===== src/rtl/seg7_scan4.sv =====
// rtl/seg7_scan4.sv - 4-digit multiplexed 7-segment scan controller
// New values commit only at frame boundaries so a frame never mixes old and new digits.
module seg7_scan4 #(
  parameter int DIV = 50000
) (
  input  logic        clk,
  input  logic        rst,
  input  logic        load,
  input  logic [15:0] din,
  input  logic        lzb,
  output logic        ack,
  output logic [3:0]  z,
  output logic [3:0]  an,
  output logic        blank
);

  localparam int W = (DIV > 1) ? $clog2(DIV) : 1;
  localparam logic [W-1:0] LAST = W'(DIV - 1);

  logic [W-1:0] presc;
  logic [1:0]   idx;
  logic [15:0]  disp;
  logic [15:0]  pend;
  logic         pv;
  logic         tick;
  logic         boundary;

  assign tick     = (presc == LAST);
  assign boundary = tick && (idx == 2'd3);

  always_ff @(posedge clk or posedge rst) begin
    if (rst) begin
      presc <= '0;
      idx   <= 2'd0;
      disp  <= 16'h0000;
      pend  <= 16'h0000;
      pv    <= 1'b0;
      ack   <= 1'b0;
    end else begin
      ack <= 1'b0;
      if (tick) begin
        presc <= '0;
        idx   <= idx + 2'd1;
      end else begin
        presc <= presc + W'(1);
      end
      if (boundary && pv) begin
        disp <= pend;
        pv   <= 1'b0;
        ack  <= 1'b1;
      end
      // A load in the commit cycle wins over the pv clear: the new value waits a frame.
      if (load) begin
        pend <= din;
        pv   <= 1'b1;
      end
    end
  end

  logic       lead_zero;
  logic [3:0] nib;

  always_comb begin
    lead_zero = 1'b0;
    nib       = disp[3:0];
    case (idx)
      2'd0: begin nib = disp[3:0];   lead_zero = 1'b0;                   end
      2'd1: begin nib = disp[7:4];   lead_zero = (disp[15:4]  == 12'h0); end
      2'd2: begin nib = disp[11:8];  lead_zero = (disp[15:8]  == 8'h0);  end
      2'd3: begin nib = disp[15:12]; lead_zero = (disp[15:12] == 4'h0);  end
      default: begin nib = 4'h0; lead_zero = 1'b0; end
    endcase
  end

  always_comb begin
    blank = lzb && lead_zero;
    if (blank) begin
      z  = 4'h0;
      an = 4'b1111;
    end else begin
      z  = nib;
      an = ~(4'b0001 << idx);
    end
  end

endmodule


===== config.mk =====
export PLATFORM = sky130hd
export DESIGN_NAME = seg7_scan4
export DESIGN_NICKNAME = d
export VERILOG_FILES = /design/src/rtl/seg7_scan4.sv
export SDC_FILE = /design/constraint.sdc
export NUM_CORES = 1
export LEC_CHECK = 0
export CORE_ASPECT_RATIO = 0.8
export CORE_MARGIN = 1
export CORE_UTILIZATION = 46
export DETAILED_ROUTE_END_ITERATION = 16
export PLACE_DENSITY = 0.68
export SLEW_MARGIN = 20
export SYNTH_ARGS = -nofsm -noshare
export SYNTH_HDL_FRONTEND = slang
export SYNTH_SLANG_ARGS = --single-unit

===== constraint.sdc =====
create_clock -name clk -period 5.9 [get_ports clk]
set_input_delay 1.18 -clock clk [delete_from_list [all_inputs] [get_ports clk]]
set_output_delay 1.18 -clock clk [all_outputs]
set_load 0.01 [all_outputs]

==> impl_metrics.json <==
{
  "status": "finished, final reports clean",
  "first_pass_iters": 4,
  "syn_inst": 195,
  "final_cell_mix": "dfrtp_1 (52), clkdlybuf4s50_1 (29), mux2_2 (20), nor2_1 (18), mux2_4 (10)",
  "hold_path.startpoint": "presc[0]",
  "fillers": 435,
  "finalCriticalPeriod_ns": 4.27,
  "dieWidth_microns": 82.9,
  "placed_cells": 277,
  "post-route-util_pct": 55.9,
  "p_clk_share_pct": 33.9,
  "path_class": "input pin to output port",
  "via_per_inst": 5.27,
  "r2r-start": "presc[0]",
  "place.gp.congestion": 0.811,
  "place.port_buffers": 29,
  "synth_edf_count": 0,
  "cp_max_fo": 7,
  "rr_endpoint": "disp[13]",
  "power.density_mw_per_mm2": 219,
  "pwr-share-seq_pct": 60.6,
  "worst_clock_skew_ns": 0.00706,
  "diodes": 0,
  "cts-resized-gates": 0,
  "p_int_uw": 483,
  "period_share_pct": 72.5,
  "drcViolationCount": 0,
  "core_region_area_sq_mm": 0.00504,
  "place_hpwl_mm": 3.05,
  "synth_area_per_cell_sq_um": 12.4,
  "path_cells": "clkdlybuf4s50_1 -> nor2b_1 -> nand2_1 -> o31ai_2 -> nand2b_1 -> clkdlybuf4s50_1",
  "crit_path_max_incr_delay_ns": 0.54,
  "worstMarginPinSlew_ns": 0.954,
  "grt-busiest-layer": "met1",
  "core.rowCount": 23,
  "place_area_sq_mm": 0.00272,
  "nNetsFinal": 248,
  "finalHoldViolations": 0,
  "leakage_uw": 0.00122,
  "power.switching_uw": 132,
  "grtUsageMet1_pct": 26.3,
  "hp-class": "flip-flop to flip-flop",
  "cp.required_ns": 4.72,
  "crit_path_top_delay_cell": "clkdlybuf4s50_1",
  "vias": 1503,
  "cts_tree": "done",
  "drt_iter0_markers": 83,
  "postCtsHoldBufs": 0,
  "clockBufferDepth": 2,
  "drt-total-wl_mm": 4.26,
  "grt.overflow.total": 0,
  "clk_latency_ns": 0.30,
  "drv_slew": 0,
  "grt_pass1_wl_mm": 7.62,
  "hold_depth": 1,
  "area_growth_syn_to_layout_pct": 16.8,
  "fp.dieH_microns": 66.7,
  "grt_util_all_layers_pct": 17.8,
  "fin_tns_setup_ns": 0,
  "worstPathArrival_ns": 3.09,
  "clk_pin_slew_ns": 0.09,
  "ant_nets": 0,
  "setup_viol_count_final": 0,
  "drive_gt1_share_pct": 17.9,
  "ys.flop_type": "dfrtp_1",
  "fmax_mhz": 234,
  "h-tree-depth": 2,
  "final_cells": 285,
  "ys_seq_area_share_pct": 54.0,
  "io_pins": 30,
  "grt_use_met2_pct": 25.6,
  "layout_commonest_cell": "dfrtp_1",
  "maxCapViolations": 0,
  "critPathCaptureType": "output port",
  "cts_setup_buffers": 0,
  "fp.dieArea_sq_mm": 0.00553,
  "r2r_slack_ns": 3.09,
  "path_common_cell": "clkdlybuf4s50_1",
  "timing.hold.ws_ns": 0.489,
  "synth_cell_types": 33,
  "syn-cell-area_sq_mm": 0.00241,
  "antenna_found_initial": 0,
  "clockRootBuffer": "clkbuf_8",
  "grt_max_degree": 53,
  "startpoint_type": "input pin",
  "ys_seq_elements": 52,
  "cts_sinks": 52,
  "switching_share_pct": 21.5,
  "holdPathEnd": "presc[0]",
  "synth_nets": 221,
  "rsz0062_at_grt": "no",
  "grt_use_met3_pct": 4.09,
  "peakVddDrop_mv": 0.123,
  "synthArstFlopShare_pct": 100,
  "routedWlPerCell_microns": 14.9,
  "pwr-share-comb_pct": 5.5,
  "slew_headroom_pct": 36.4,
  "grt_pass1_vias": 1549,
  "yosys_warnings": 0,
  "initial_core_util_pct": 47.9,
  "r2r_cells": 5,
  "cts_buffers": 5,
  "stdcell_area_sq_mm": 0.00281
}
==> sequential cells by signal, indices dropped and copies added (netlist names) <==
name and cells:
pv 1, ack 1, pend 16, disp 16, presc 16, idx 2
==> synthesized netlist by cell type (2+ instances only) <==
library cell	number	area share (%)
dfrtp_1	52	54
mux2_2	20	9.3
nor2_1	18	2.8
mux2_4	10	6.2
nand2_1	8	1.2
xor2_1	8	2.9
nand3_1	7	1.5
nor4_1	7	1.8
a21oi_1	6	1.2
ha_1	6	3.1
inv_1	6	0.93
xnor2_1	6	2.2
clkbuf_1	5	0.78
nand4_1	5	1.3
a222oi_1	4	1.7
nor3_1	4	0.83
and4_1	2	0.73
mux2_1	2	0.93
nand2b_1	2	0.52
nor2b_1	2	0.52
nor4bb_1	2	0.83
o21ai_0	2	0.42
==> stage by stage <==
step	power [uW]	worst slack (ns)
2_1_floorplan	397	2.61
3_3_place_gp	414	1.63
3_5_place_dp	415	1.60
4_1_cts	624	1.60
5_1_grt	645	1.46
6_report	615	1.63
==> metal layers <==
layer	routed length, microns	vias to the layer above
li1	-	747
met1	2330	728
met2	1770	26
met3	132	2
met4	31	0
met5	0	-
==> power groups by stage <==
stage	Combinational (uW)	Sequential (uW)	Clock, uW
finish	33.7	373	209
CTS	34.7	373	217
global placement	34.0	380	0
detailed placement	34.6	380	0
global route	38.1	375	232
floorplan	18.8	378	0
==> worst max-delay path: cells and delay by family <==
kind | cells | cell delay (ns)
AO/OA/AOI/OAI | 1 | 0.48
AND/OR/NAND/NOR | 3 | 0.45
buffers and inverters | 2 | 0.99
==> final cells by class <==
type | count | area (sq um) | share of cell area [%]
timing repair buffer | 29 | 290 | 10.3
sequential | 52 | 1300 | 46.2
inverter | 6 | 23.8 | 0.845
multi-input combinational | 128 | 1020 | 36.4
clock buffer | 6 | 82.6 | 2.93
tap | 62 | 77.6 | 2.76
clock inverter | 2 | 15.0 | 0.534
==> cells by family after synthesis <==
logic type	after synthesis	synth area share (%)
XOR/XNOR	14	5.09
flip-flops	52	54.0
multiplexers	32	16.5
adder cells (fa/ha/maj)	6	3.12
buffers and inverters	15	3.53
AND/OR/NAND/NOR	62	13.6
AO/OA/AOI/OAI	14	4.15
==> worst max path at each step <==
stage | startpoint | depth (start not counted) | end
5_1_grt | lzb | 6 | an[2]
4_1_cts | lzb | 6 | an[2]
6_report | lzb | 6 | an[2]
3_5_place_dp | lzb | 6 | an[2]
2_1_floorplan | lzb | 4 | an[1]
3_3_place_gp | lzb | 6 | an[2]
Power figures use the tool's default switching activity.
